## config.mk

```make
export PLATFORM = sky130hd
export DESIGN_NAME = axis_pkt_tx
export DESIGN_NICKNAME = d
export VERILOG_FILES = /design/src/rtl/axis_pkt_tx_pkg.sv /design/src/rtl/axis_pkt_tx_fifo.sv /design/src/rtl/axis_pkt_tx.sv
export SDC_FILE = /design/constraint.sdc
export NUM_CORES = 1
export LEC_CHECK = 0
export ABC_AREA = 1
export CORE_MARGIN = 4
export CORE_UTILIZATION = 55
export DETAILED_ROUTE_END_ITERATION = 8
export PLACE_DENSITY_LB_ADDON = 0.15
export SYNTH_ARGS = -nofsm -noshare
export SYNTH_HDL_FRONTEND = slang
export SYNTH_SLANG_ARGS = --single-unit
```

## constraint.sdc

```tcl
create_clock -name clk -period 6.6 [get_ports clk]
set_input_delay 0.99 -clock clk [delete_from_list [all_inputs] [get_ports clk]]
set_output_delay 0.99 -clock clk [all_outputs]
set_load 0.02 [all_outputs]
```

## src/rtl/axis_pkt_tx_pkg.sv

```systemverilog
// Shared types and default sizing for the AXI-Stream packet transmitter.
// axis_beat_t is the default-width beat record; the top re-declares it at its own widths.
package axis_pkt_tx_pkg;

   localparam int unsigned AXIS_DATA_W = 64;
   localparam int unsigned AXIS_DEPTH  = 8;
   localparam int unsigned AXIS_LEN_W  = 16;
   localparam int unsigned AXIS_CNT_W  = 16;

   typedef struct packed {
      logic [AXIS_DATA_W-1:0]   data;
      logic [AXIS_DATA_W/8-1:0] keep;
      logic                     eop;
   } axis_beat_t;

endpackage

```

## src/rtl/axis_pkt_tx_fifo.sv

```systemverilog
// Synchronous FIFO of stream beats with an exact 0..DEPTH occupancy count.
// Pointers wrap naturally at DEPTH; full and empty are derived from the level.
module axis_pkt_tx_fifo
   import axis_pkt_tx_pkg::*;
#(
   parameter type         beat_t = axis_beat_t,
   parameter int unsigned DEPTH  = AXIS_DEPTH
) (
   input  logic                   clk,
   input  logic                   reset,
   input  logic                   push_i,
   input  beat_t                  wdata_i,
   input  logic                   pop_i,
   output beat_t                  rdata_o,
   output logic                   full_o,
   output logic                   empty_o,
   output logic [$clog2(DEPTH):0] level_o
);

   localparam int unsigned AW = $clog2(DEPTH);
   localparam logic [AW:0] FULL_LVL = (AW+1)'(DEPTH);

   beat_t         mem_q [DEPTH];
   logic [AW-1:0] wr_ptr_q;
   logic [AW-1:0] rd_ptr_q;
   logic [AW:0]   level_q;
   logic          do_push;
   logic          do_pop;

   assign full_o  = (level_q == FULL_LVL);
   assign empty_o = (level_q == '0);
   assign level_o = level_q;
   assign rdata_o = mem_q[rd_ptr_q];
   assign do_push = push_i && !full_o;
   assign do_pop  = pop_i && !empty_o;

   always_ff @(posedge clk) begin
      if (do_push) begin
         mem_q[wr_ptr_q] <= wdata_i;
      end
   end

   always_ff @(posedge clk) begin
      if (reset) begin
         wr_ptr_q <= '0;
         rd_ptr_q <= '0;
         level_q  <= '0;
      end else begin
         if (do_push) begin
            wr_ptr_q <= wr_ptr_q + AW'(1);
         end
         if (do_pop) begin
            rd_ptr_q <= rd_ptr_q + AW'(1);
         end
         case ({do_push, do_pop})
            2'b10:   level_q <= level_q + (AW+1)'(1);
            2'b01:   level_q <= level_q - (AW+1)'(1);
            default: level_q <= level_q;
         endcase
      end
   end

endmodule

```

## src/rtl/axis_pkt_tx.sv

```systemverilog
// AXI4-Stream master packet transmitter: push port -> FIFO -> registered output slot.
// TLAST comes from the per-beat eop marker or from a packet length latched at each packet's first beat.
module axis_pkt_tx
   import axis_pkt_tx_pkg::*;
#(
   parameter int unsigned DATA_W = AXIS_DATA_W,
   parameter int unsigned DEPTH  = AXIS_DEPTH,
   parameter int unsigned LEN_W  = AXIS_LEN_W,
   parameter int unsigned CNT_W  = AXIS_CNT_W
) (
   input  logic                   clk,
   input  logic                   reset,
   input  logic [LEN_W-1:0]       cfg_pkt_len,
   input  logic                   in_valid,
   output logic                   in_ready,
   input  logic [DATA_W-1:0]      in_data,
   input  logic [DATA_W/8-1:0]    in_keep,
   input  logic                   in_eop,
   output logic                   m_tvalid,
   input  logic                   m_tready,
   output logic [DATA_W-1:0]      m_tdata,
   output logic [DATA_W/8-1:0]    m_tkeep,
   output logic                   m_tlast,
   output logic [CNT_W-1:0]       pkt_count,
   output logic [$clog2(DEPTH):0] fifo_level
);

   typedef struct packed {
      logic [DATA_W-1:0]   data;
      logic [DATA_W/8-1:0] keep;
      logic                eop;
   } beat_t;

   beat_t               push_beat;
   beat_t               head_beat;
   beat_t               load_beat;
   logic                fifo_full;
   logic                fifo_empty;
   logic                fifo_push;
   logic                fifo_pop;
   logic                push_acc;
   logic                pop_out;
   logic                slot_free;
   logic                bypass;
   logic                load;
   logic                last_d;
   logic [LEN_W-1:0]    cfg_eff;
   logic [LEN_W-1:0]    len_use;
   logic [LEN_W-1:0]    cnt_d;
   logic [LEN_W-1:0]    cnt_q;
   logic [LEN_W-1:0]    len_q;
   logic                tvalid_q;
   logic                tlast_q;
   logic [DATA_W-1:0]   tdata_q;
   logic [DATA_W/8-1:0] tkeep_q;
   logic [CNT_W-1:0]    pkt_q;

   assign push_beat = '{data: in_data, keep: in_keep, eop: in_eop};
   assign in_ready  = !fifo_full && !reset;
   assign push_acc  = in_valid && in_ready;
   assign pop_out   = tvalid_q && m_tready;
   assign slot_free = !tvalid_q || pop_out;
   // An empty FIFO lets a pushed beat go straight into a free slot, giving one-cycle latency.
   assign bypass    = push_acc && fifo_empty && slot_free;
   assign fifo_push = push_acc && !bypass;
   assign fifo_pop  = slot_free && !fifo_empty;
   assign load      = fifo_pop || bypass;
   assign load_beat = fifo_empty ? push_beat : head_beat;
   assign cfg_eff   = (cfg_pkt_len == '0) ? LEN_W'(1) : cfg_pkt_len;

   axis_pkt_tx_fifo #(
      .beat_t (beat_t),
      .DEPTH  (DEPTH)
   ) u_fifo (
      .clk     (clk),
      .reset   (reset),
      .push_i  (fifo_push),
      .wdata_i (push_beat),
      .pop_i   (fifo_pop),
      .rdata_o (head_beat),
      .full_o  (fifo_full),
      .empty_o (fifo_empty),
      .level_o (fifo_level)
   );

   // cnt_d is the in-packet position of whichever beat occupies the slot after this edge.
   always_comb begin
      cnt_d = cnt_q;
      if (pop_out) begin
         cnt_d = tlast_q ? '0 : cnt_q + LEN_W'(1);
      end
      len_use = (cnt_d == '0) ? cfg_eff : len_q;
      last_d  = load_beat.eop || (cnt_d == len_use - LEN_W'(1));
   end

   always_ff @(posedge clk) begin
      if (reset) begin
         tvalid_q <= 1'b0;
         tlast_q  <= 1'b0;
         tdata_q  <= '0;
         tkeep_q  <= '0;
         cnt_q    <= '0;
         len_q    <= LEN_W'(1);
         pkt_q    <= '0;
      end else begin
         if (load) begin
            tvalid_q <= 1'b1;
            tdata_q  <= load_beat.data;
            tkeep_q  <= load_beat.keep;
            tlast_q  <= last_d;
            len_q    <= len_use;
         end else if (pop_out) begin
            tvalid_q <= 1'b0;
         end
         cnt_q <= cnt_d;
         if (pop_out && tlast_q) begin
            pkt_q <= pkt_q + CNT_W'(1);
         end
      end
   end

   assign m_tvalid  = tvalid_q;
   assign m_tdata   = tdata_q;
   assign m_tkeep   = tkeep_q;
   assign m_tlast   = tlast_q;
   assign pkt_count = pkt_q;

endmodule

```

==> summary.txt, run 1 <==
Pwr
  • IR drop worst, VDD: 0.000323 V
  • Total power: 14.1 mW
  • Leakage: 11.9 nW
  • P per Cell Area: 412 mW/mm²

Worst hold path
  • Worst Hold Class: reg2reg
  • WHS Path Cells: 2

Cells and area
  • Most frequent cells in the layout: edfxtp_1 (584), o21ai_0 (468), nor2_1 (377)
  • Share of cells above drive strength 1: 7.08%
  • Fillers: 3987
  • Area growth syn-to-layout: 17.0%
  • Multi-input gate area: 0.00806 mm²
  • Nets: 2893
  • Design area: 0.0343 mm²
  • Most common cell after layout, fill and taps aside: edfxtp_1
  • Reg area: 0.0202 mm²

Clock network
  • CTS tree: yes
  • CTS Hold Bufs: 0
  • Clock root cell: clkbuf_16
  • Post-CTS resize count: 0
  • Clock Path Buffers: 3
  • H-tree levels: 3
  • Worst-skew pair later-pin latency: 0.62 ns
  • Clk pin slew, worst setup/hold paths: 0.06 ns
  • Num Clock Sinks: 719
  • CTS Buf Count: 74
  • Setup repair bufs after CTS: 0

Place
  • Detailed placement HPWL: 39.5 mm
  • Cell Area, Placed: 0.0318 mm²
  • Place WS: 1.92 ns
  • Routability cong.: 0.884
  • I/O Buffers: 187

Run status
  • Status: finished clean

Drt
  • Post-DRT Antenna Nets: 0
  • WL per Instance: 20.4 µm
  • Vias/cell: 5.85
  • Pre-Repair DR Iteration Count: 7
  • Total number of vias: 20700
  • 1st-iter DRT viols: 1844
  • Total wire length: 72.3 mm
  • # DRC: 0

Setup path
  • CP Data Required Time: 7.15 ns
  • Worst path depth: 24
  • Arrival @ worst endpoint: 4.66 ns
  • CP top delay family: simple AND/OR/NAND/NOR gates
  • Worst setup SP type: primary input
  • Worst path cell trace: clkdlybuf4s50_1, nand2_4, nor2_8, inv_2, nand2_1, inv_1, nand2_1, nand2_1, nor2_4, nand3_4, nand2_1, nand2_1, ha_1, inv_1, nand2_1, nand3_1, nand2_1, clkinv_1, nand2_1, nor2_1, nand2_1, nor2_1, nand3_1, a21oi_1
  • Largest stage delay on the critical path: 0.60 ns
  • CP bufs+invs: 5
  • Worst R2R Path Depth: 9
  • Critical Path End Type: flop
  • CP Max Fanout: 33
  • CP Class: in2reg
  • CP max-delay cell: clkdlybuf4s50_1
  • Most frequent CP cell: nand2_1

Floorplan
  • Die span in x: 239 µm
  • Die H: 239 µm
  • Die area: 0.0570 mm²
  • Core ar.: 0.0527 mm²
  • Boundary Pins: 188
  • Initial Utilization: 55.6%
  • FP Rows: 84

Synth
  • Post-synth EDFFs: 584
  • Synthesized area per cell: 11.0 µm²
  • Post-synthesis instance total: 2663
  • Main synth FF type: edfxtp_1
  • Post-Syn Nets: 2765
  • Synth cell types: 44
  • Async set-or-reset flop fraction in the synthesized netlist: 0%
  • Yosys warning total: 0
  • Cell Area, Synth: 0.0293 mm²
  • Register area share after synthesis: 69.1%
  • Flops & latches, synth: 719

Timing
  • Slew Limit Fails: 0
  • Slew of the pin with the lowest slew margin: 1.11 ns
  • Layout Skew: 0.0232 ns
  • Final setup viols: 0
  • Hold WS: 0.467 ns
  • Fmax: 244 MHz
  • RSZ-0062 raised after global routing: false
  • Hold Vio Cnt, Final: 0
  • Period minus WS final: 4.11 ns
  • Fin Setup TNS: 0 ns
  • Setup slack after layout: 2.49 ns
  • Fin crit share: 62.2%
  • Slew margin rel.: 26.2%

Global route
  • First-pass GRT wire length: 111 mm
  • Vias in the first global route: 19900
  • Grt peak-use layer: met2
  • Met3 usage: 3.68%
  • Largest net degree at the start of global routing: 153
  • Met2 usage: 40.3%
  • Antenna violations before repair: 6
  • Global route overflow: 0
  • Met1 Resource Use GR: 34.6%
  • GRT Util Overall: 24.7%

Run
  • Max cap viols: 0
cells by family after synthesis:
family	count (synthesis)	synth area share, %
flip-flops	719	69.1
AO/OA/AOI/OAI	740	13.4
buffers and inverters	281	3.70
XOR/XNOR	11	0.329
AND/OR/NAND/NOR	903	13.1
adder cells (fa/ha/maj)	9	0.410
report_power, final:
group	internal, mW	leakage [nW]	switching (mW)	total [mW]
Sequential	5.28	6.38	0.264	5.55
Clock	2.59	1.23	1.72	4.31
Combinational	1.39	4.32	2.88	4.27
routing by layer:
layer / vias up / share of wire, %
met2: 767 / 48
met5: - / 0.071
met1: 10100 / 43
met4: 6 / 2.3
met3: 116 / 7.1
li1: 9773 / -
registers in the layout (all words and copies together), names as in the netlist, named ones only:
register         count
m_tdata             64
m_tvalid             1
len_q               16
m_tlast              1
cnt_q               16
u_fifo.mem_q       584
u_fifo.level_o       4
pkt_count           16
u_fifo.wr_ptr_q      3
u_fifo.rd_ptr_q      3
m_tkeep              8
per-stage QoR:
stage / instances / utilization (%)
2_1_floorplan: 2663 / -
3_3_place_gp: 3403 / 60.3
3_5_place_dp: 3403 / 60.3
4_1_cts: 3541 / 65.1
5_1_grt: 3543 / 65.1
6_report: 3544 / 65.1
worst reg2reg max path, cell delays in order, from the launching register on:
cell and delay (ns):
dfxtp_1 0.42, nor2_1 0.11, nand3_4 0.45, inv_1 0.28, a21oi_1 0.33, inv_1 0.16, nor2_1 0.12, inv_1 0.17
nor2_4 0.79, buf_12 0.44
cells in the mapped netlist, types with 8 or more instances:
| library cell | n | share of area, % |
|---|---|---|
| nor2_2 | 11 | 0.23 |
| nand3_2 | 12 | 0.41 |
| inv_1 | 109 | 1.4 |
| edfxtp_1 | 584 | 60 |
| buf_1 | 16 | 0.20 |
| o21ai_0 | 468 | 8.0 |
| dfxtp_1 | 135 | 9.2 |
| a21oi_1 | 106 | 1.8 |
| nand4_1 | 23 | 0.49 |
| nand2_1 | 331 | 4.2 |
| clkbuf_1 | 143 | 1.8 |
| nor2_1 | 385 | 4.9 |
| o22ai_1 | 146 | 3.1 |
| nand3_1 | 112 | 1.9 |
| ha_1 | 8 | 0.34 |
final timing paths:
check	to	slack [ns]	startpoint
max	m_tlast	2.49	m_tready
min	pkt_count[15]	0.47	pkt_count[15]
max reg2reg	u_fifo.mem_q[7][64]	2.94	u_fifo.level_o[1]
min reg2reg	pkt_count[15]	0.47	pkt_count[15]
final cells by class:
cell class	count	area share, %
Multi-Input combinational cell	1663	23.5
Tap cell	688	2.51
Sequential cell	719	59.1
Inverter	115	1.28
Timing Repair Buffer	218	6.25
Antenna cell	3	0.0219
Clock inverter	39	1.40
Clock buffer	99	5.97
Note: power is estimated with default switching activity, not from simulation.
==> inputs of run 2 (changes only) <==
Clock period 6.6 ns to 4.2 ns, I/O delays scaled along.
==> run 2 against run 1 <==
  * Cell area increased by 0.54%
  * Utilization increased by 0.35 points
  * Sequential share of layout area decreased by 0.32 points
  * Die area unchanged
  * Critical path depth decreased by 2
  * Power increased by 57%
  * Global-route usage increased by 0.053 points
  * Clock skew decreased by 0.0079 ns
  * Largest cell class unchanged
  * Largest power group unchanged
==> summary.txt, run 2 (synthesis results as in run 1) <==
Setup path
  • Reg-to-reg critical path startpoint: cnt_q[1]
  • Worst Setup SP: m_tready
  • CP Max Fanout: 27 (-18%)
  • R2R Setup Slk: 0.84 ns (-2.10 ns)
  • CP Data Required Time: 4.73 ns (-2.42 ns)
  • CP Class: in2reg
  • Critical Path End Type: flop
  • Worst setup SP type: primary input
  • Arrival @ worst endpoint: 3.98 ns (-0.68 ns)

Place
  • Cell Area, Placed: 0.0320 mm² (+0.67%)
  • Routability cong.: 0.831 (-5.9%)
  • I/O Buffers: 187 (unchanged)
  • Detailed placement HPWL: 38.1 mm (-3.7%)

Clock network
  • Worst-skew pair later-pin latency: 0.60 ns (-0.02 ns)
  • Clock root cell: clkbuf_16
  • Clock Path Buffers: 3 (unchanged)
  • CTS Buf Count: 73 (-1.4%)
  • H-tree levels: 3 (unchanged)
  • CTS Hold Bufs: 0 (unchanged)
  • Post-CTS resize count: 0 (unchanged)
  • Setup repair bufs after CTS: 0 (unchanged)
  • Clk pin slew, worst setup/hold paths: 0.06 ns (about the same)
  • CTS tree: yes
  • Num Clock Sinks: 719 (unchanged)

Cells and area
  • Nets: 2897 (+0.14%)
  • Top reg by flops: u_fifo.mem_q
  • Max reg flops: 584 (unchanged)
  • Most frequent cells in the layout: edfxtp_1 (584), o21ai_0 (468), nor2_1 (377)
  • Fillers: 3893 (-2.4%)
  • Multi-input gate area: 0.00806 mm² (unchanged)
  • Share of cells above drive strength 1: 7.29% (+0.21 points)
  • Design area: 0.0345 mm² (+0.54%)
  • Most common cell after layout, fill and taps aside: edfxtp_1
  • Reg area: 0.0202 mm² (unchanged)
  • Area growth syn-to-layout: 17.7%

Timing
  • Fin crit share: 82.3%
  • Final setup viols: 0 (unchanged)
  • Fmax: 289 MHz
  • Slew margin rel.: 19.3% (-6.8 points)
  • Slew Limit Fails: 0 (unchanged)
  • Slew of the pin with the lowest slew margin: 1.21 ns (+0.102 ns)
  • Period minus WS final: 3.46 ns
  • Hold Vio Cnt, Final: 0 (unchanged)
  • Layout Skew: 0.0153 ns (-0.00788 ns)
  • RSZ-0062 raised after global routing: false

Pwr
  • IR drop worst, VDD: 0.000399 V (+23%)
  • Leakage: 12.0 nW (+0.57%)
  • P per Cell Area: 645 mW/mm² (+57%)
  • Total power: 22.2 mW (+57%)

Run
  • Max cap viols: 0 (unchanged)

Worst hold path
  • Worst Hold Class: reg2reg
  • HP Start: u_fifo.rd_ptr_q[2]

Global route
  • Vias in the first global route: 20100 (+0.93%)
  • Global route overflow: 0 (unchanged)
  • GRT Util Overall: 24.7% (+0.053 points)
  • Antenna violations before repair: 9 (+3)
  • Largest net degree at the start of global routing: 155 (+1.3%)
  • First-pass GRT wire length: 111 mm (+0.37%)

Floorplan
  • Boundary Pins: 188 (unchanged)
  • Die H: 239 µm (unchanged)
  • FP Rows: 84 (unchanged)
  • Die area: 0.0570 mm² (unchanged)
  • Initial Utilization: 55.6% (unchanged)
  • Core ar.: 0.0527 mm² (unchanged)
  • Die span in x: 239 µm (unchanged)

Drt
  • Total wire length: 72.4 mm (+0.19%)
  • Post-DRT Antenna Nets: 0 (unchanged)
  • 1st-iter DRT viols: 1972 (+6.9%)
  • Total number of vias: 20800 (+0.13%)
  • WL per Instance: 20.4 µm (+0.19%)
  • Pre-Repair DR Iteration Count: 6 (-1)
  • # DRC: 0 (unchanged)
  • Vias/cell: 5.86 (+0.13%)

Run status
  • Status: finished clean
run 2: cell types whose count changed in the layout (fill, tap and decap cells not counted):
cell        delta
clkbuf_1       -6
buf_4          -9
clkbuf_8       -2
clkinvlp_2     -2
clkinvlp_4     +4
clkinv_2       +4
inv_16         -1
bufinv_16      +1
buf_12        +14
inv_6          -3
run 2: final timing paths:
check,end,depth (start not counted)
max,m_tlast,22
min,flop,2
min reg2reg,flop,2
max reg2reg,m_tlast,20
run 2: metrics by stage:
step / cells / util (%) / setup WS (ns) / setup TNS [ns] / hold slack (ns)
after floorplan: 2663 / - / -1.00 / -292.99 / 0.433
after global placement: 3408 / 60.7 / 0.279 / 0 / 0.452
after detailed placement: 3408 / 60.7 / 0.151 / 0 / 0.449
after CTS: 3541 / 65.5 / 0.773 / 0 / 0.463
after global routing: 3542 / 65.5 / 0.393 / 0 / 0.498
final: 3544 / 65.5 / 0.742 / 0 / 0.465
run 2: final cells by class:
type	instances	area share [%]
inverters	115	1.27
multi-input cells	1663	23.4
clock buffers	91	5.80
flip-flops and latches	719	58.7
clock inverters	42	1.47
repair buffers	223	6.83
diodes	3	0.0218
well taps	688	2.50
run 2: power by group:
group	switching [mW]	total (mW)	internal (mW)
Clock	2.67	6.73	4.06
Sequential	0.409	8.71	8.30
Combinational	4.52	6.80	2.27
run 2: critical path, cell delays in order:
cell and delay [ns]:
clkdlybuf4s50_1 0.59, nand2_4 0.15, nor2_8 0.16, inv_2 0.16
nand2_1 0.11, inv_1 0.04, nand2_1 0.11, nand2_1 0.10
nor2_4 0.38, nand3_4 0.17, buf_12 0.20, o21ai_4 0.20
nand2_1 0.09, nor2_1 0.15, nand2_1 0.11, nor2_1 0.10
nand2_1 0.06, nand2_1 0.08, nand3_1 0.07, nor2_1 0.09
nand3_1 0.08, a21oi_1 0.12
run 2: per-layer routing:
layer	vias to the layer above	share of wire, %	global-route usage [%]	wire length [µm]
met5	-	0.077	0	56
li1	9778	-	-	-
met3	147	8.0	4.65	5780
met1	10000	42	34.0	30500
met4	10	2.4	8.60	1720
met2	812	47	40.1	34400
==> inputs of run 3 (changes only) <==
Settings changed: CORE_UTILIZATION 55 to 53.
Clock period 4.2 ns to 2.8 ns, I/O delays scaled along.
==> run 3 against run 2 <==
  * The flow now finishes with violations (negative setup slack)
  * Largest cell class unchanged
  * Cell area up 4.2%
  * Wire length up 2.3%
  * Highest routed layer unchanged
  * Via count up 2.2%
  * Flip-flop and latch count unchanged
==> summary.txt, run 3 (synthesis results as in run 1) <==
Run status
  • Status: complete, but fails checks
  • Violations in the final reports: negative setup slack

Drt
  • Total wire length: 74.1 mm (+2.3%)
  • Total number of vias: 21200 (+2.2%)
  • Post-DRT Antenna Nets: 0 (unchanged)
  • WL per Instance: 20.2 µm (-1.3%)
  • # DRC: 0 (unchanged)
  • 1st-iter DRT viols: 1789 (-9.3%)
  • Vias/cell: 5.77 (-1.5%)
  • Pre-Repair DR Iteration Count: 5 (-1)

Floorplan
  • FP Rows: 85 (+1.2%)
  • Die span in x: 243 µm (+1.8%)
  • Die area: 0.0591 mm² (+3.6%)
  • Die H: 243 µm (+1.8%)
  • Boundary Pins: 188 (unchanged)
  • Core ar.: 0.0542 mm² (+3.0%)
  • Initial Utilization: 54.0% (-1.6 points)

Clock network
  • CTS Buf Count: 74 (+1.4%)
  • Num Clock Sinks: 719 (unchanged)
  • Clock root cell: clkbuf_16
  • Clock Path Buffers: 3 (unchanged)
  • CTS tree: yes
  • Worst-skew pair later-pin latency: 0.59 ns (about the same)
  • H-tree levels: 3 (unchanged)
  • Clk pin slew, worst setup/hold paths: 0.06 ns (about the same)

Timing
  • Hold Vio Cnt, Final: 0 (unchanged)
  • RSZ-0062 raised after global routing: true
  • Slew margin rel.: 51.5% (+32 points)
  • Hold WS: 0.457 ns (-0.00858 ns)
  • Fin Setup TNS: -0.152 ns (-0.152 ns)
  • Layout Skew: 0.0186 ns (+0.00335 ns)
  • Slew Limit Fails: 0 (unchanged)
  • Period minus WS final: 2.95 ns
  • Setup slack after layout: -0.152 ns (-0.894 ns)
  • Final setup viols: 1 (+1)
  • Fmax: 339 MHz
  • Slew of the pin with the lowest slew margin: 0.727 ns (-0.482 ns)
  • Fin crit share: 105%

Global route
  • Global route overflow: 0 (unchanged)
  • GRT Util Overall: 24.3% (-0.42 points)
  • Largest net degree at the start of global routing: 145 (-6.5%)
  • Antenna violations before repair: 9 (unchanged)
  • First-pass GRT wire length: 114 mm (+2.7%)
  • Vias in the first global route: 20500 (+1.8%)

Pwr
  • Leakage: 12.7 nW (+5.6%)
  • P per Cell Area: 945 mW/mm² (+47%)
  • Net Sw Power: 11.7 mW (+54%)
  • Comb pwr share: 33.0% (+2.4 points)
  • Reg power frac: 38.3% (-0.9 points)
  • Total power: 34.0 mW (+53%)
  • Clk pwr share: 28.7% (-1.6 points)
  • Sw Share: 34.5% (+0.33 points)
  • IR drop worst, VDD: 0.000720 V (+80%)
  • Int Pwr: 22.2 mW (+52%)

Cells and area
  • Nets: 3017 (+4.1%)
  • Reg area: 0.0203 mm² (about the same)
  • Fillers: 4013 (+3.1%)
  • Top reg by flops: u_fifo.mem_q
  • Multi-input gate area: 0.00839 mm² (+4.1%)
  • Util after Layout: 66.2% (+0.78 points)
  • Area growth syn-to-layout: 22.6%
  • Most common cell after layout, fill and taps aside: edfxtp_1
  • Most frequent cells in the layout: edfxtp_1 (584), o21ai_0 (467), nor2_1 (362)
  • Non-filler cells, final: 3675 (+3.7%)
  • Share of cells above drive strength 1: 13.3% (+6.0 points)
  • Max reg flops: 584 (unchanged)

Place
  • Detailed placement HPWL: 42.4 mm (+11%)
  • I/O Buffers: 187 (unchanged)
  • Placed cells: 3525 (+3.4%)
  • Routability cong.: 0.914 (+9.9%)

Worst hold path
  • Worst Hold Class: reg2reg

Setup path
  • Arrival @ worst endpoint: 3.49 ns (-0.49 ns)
  • CP Class: reg2reg
  • Critical Path End Type: flop
  • CP Data Required Time: 3.34 ns (-1.39 ns)
  • CP Max Fanout: 7 (-74%)
  • Worst setup SP type: flop

Run
  • Max cap viols: 0 (unchanged)
==> run 3: per-layer routing <==
| layer | GRT usage, % | vias to the layer above | part of all wire [%] |
|---|---|---|---|
| met1 | 33.6 | 10400 | 44 |
| met5 | 0 | - | 0.059 |
| met4 | 7.06 | 6 | 1.8 |
| li1 | - | 10000 | - |
| met3 | 4.03 | 112 | 6.3 |
| met2 | 40.2 | 686 | 48 |
==> run 3: area by class of cell <==
type | count | area share [%]
Sequential cell | 719 | 56.4
Antenna cell | 5 | 0.0348
Timing Repair Buffer | 341 | 9.85
Clock inverter | 36 | 1.08
Tap cell | 696 | 2.42
Inverter | 115 | 1.22
Clock buffer | 99 | 5.64
Multi-Input combinational cell | 1664 | 23.4
==> run 3: critical path: stages (launching register included) <==
cell and delay (ns):
dfxtp_2 0.36, buf_6 0.12, nand2_4 0.05, nor2_4 0.16
nand2_4 0.08, nor2_4 0.15, nand3_2 0.09, nand3_2 0.09
nand2_2 0.07, nor2_4 0.24, nand3_4 0.17, clkbuf_16 0.21
nand2_1 0.08, nand2_2 0.08, nor2_2 0.12, nand2_1 0.07
nor2_2 0.15, nand4_1 0.09, nand2_1 0.08, nand3_2 0.07
nor2_1 0.11, nand3_1 0.11, a21oi_2 0.13
==> run 3: worst paths after layout <==
kind              slack, ns                from      end  cells after the start
hold reg to reg        0.46  u_fifo.rd_ptr_q[2]     flop                      2
hold / removal         0.46  u_fifo.rd_ptr_q[2]     flop                      2
setup / recovery      -0.15            cnt_q[1]  m_tlast                     22
setup reg to reg      -0.15            cnt_q[1]  m_tlast                     22
==> run 3: power groups by stage <==
stage          logic (mW)  clock network (mW)  registers, mW
2_1_floorplan        6.36                   0           13.6
3_3_place_gp         10.6                   0           13.2
3_5_place_dp         10.8                   0           13.2
4_1_cts              10.9                9.92           13.0
5_1_grt              12.4                10.4           13.1
6_report             11.2                9.76           13.0
==> run 3: what timing repair did <==
item / 4_1_cts / 5_1_grt
gates cloned: 0 / 3
buffers inserted: 0 / 7
resized for setup: 10 / 81
hold buffers: 0 / 0
setup endpoints to repair: 1 / 2
pin swaps: 3 / 36
==> run 3: stage by stage <==
stage | worst slack (ns) | cell area (µm²)
2_1_floorplan | 0.0110 | 29400
3_3_place_gp | -0.574 | 33100
3_5_place_dp | -0.649 | 33100
4_1_cts | -0.0993 | 35500
5_1_grt | -0.353 | 35900
6_report | -0.152 | 35900
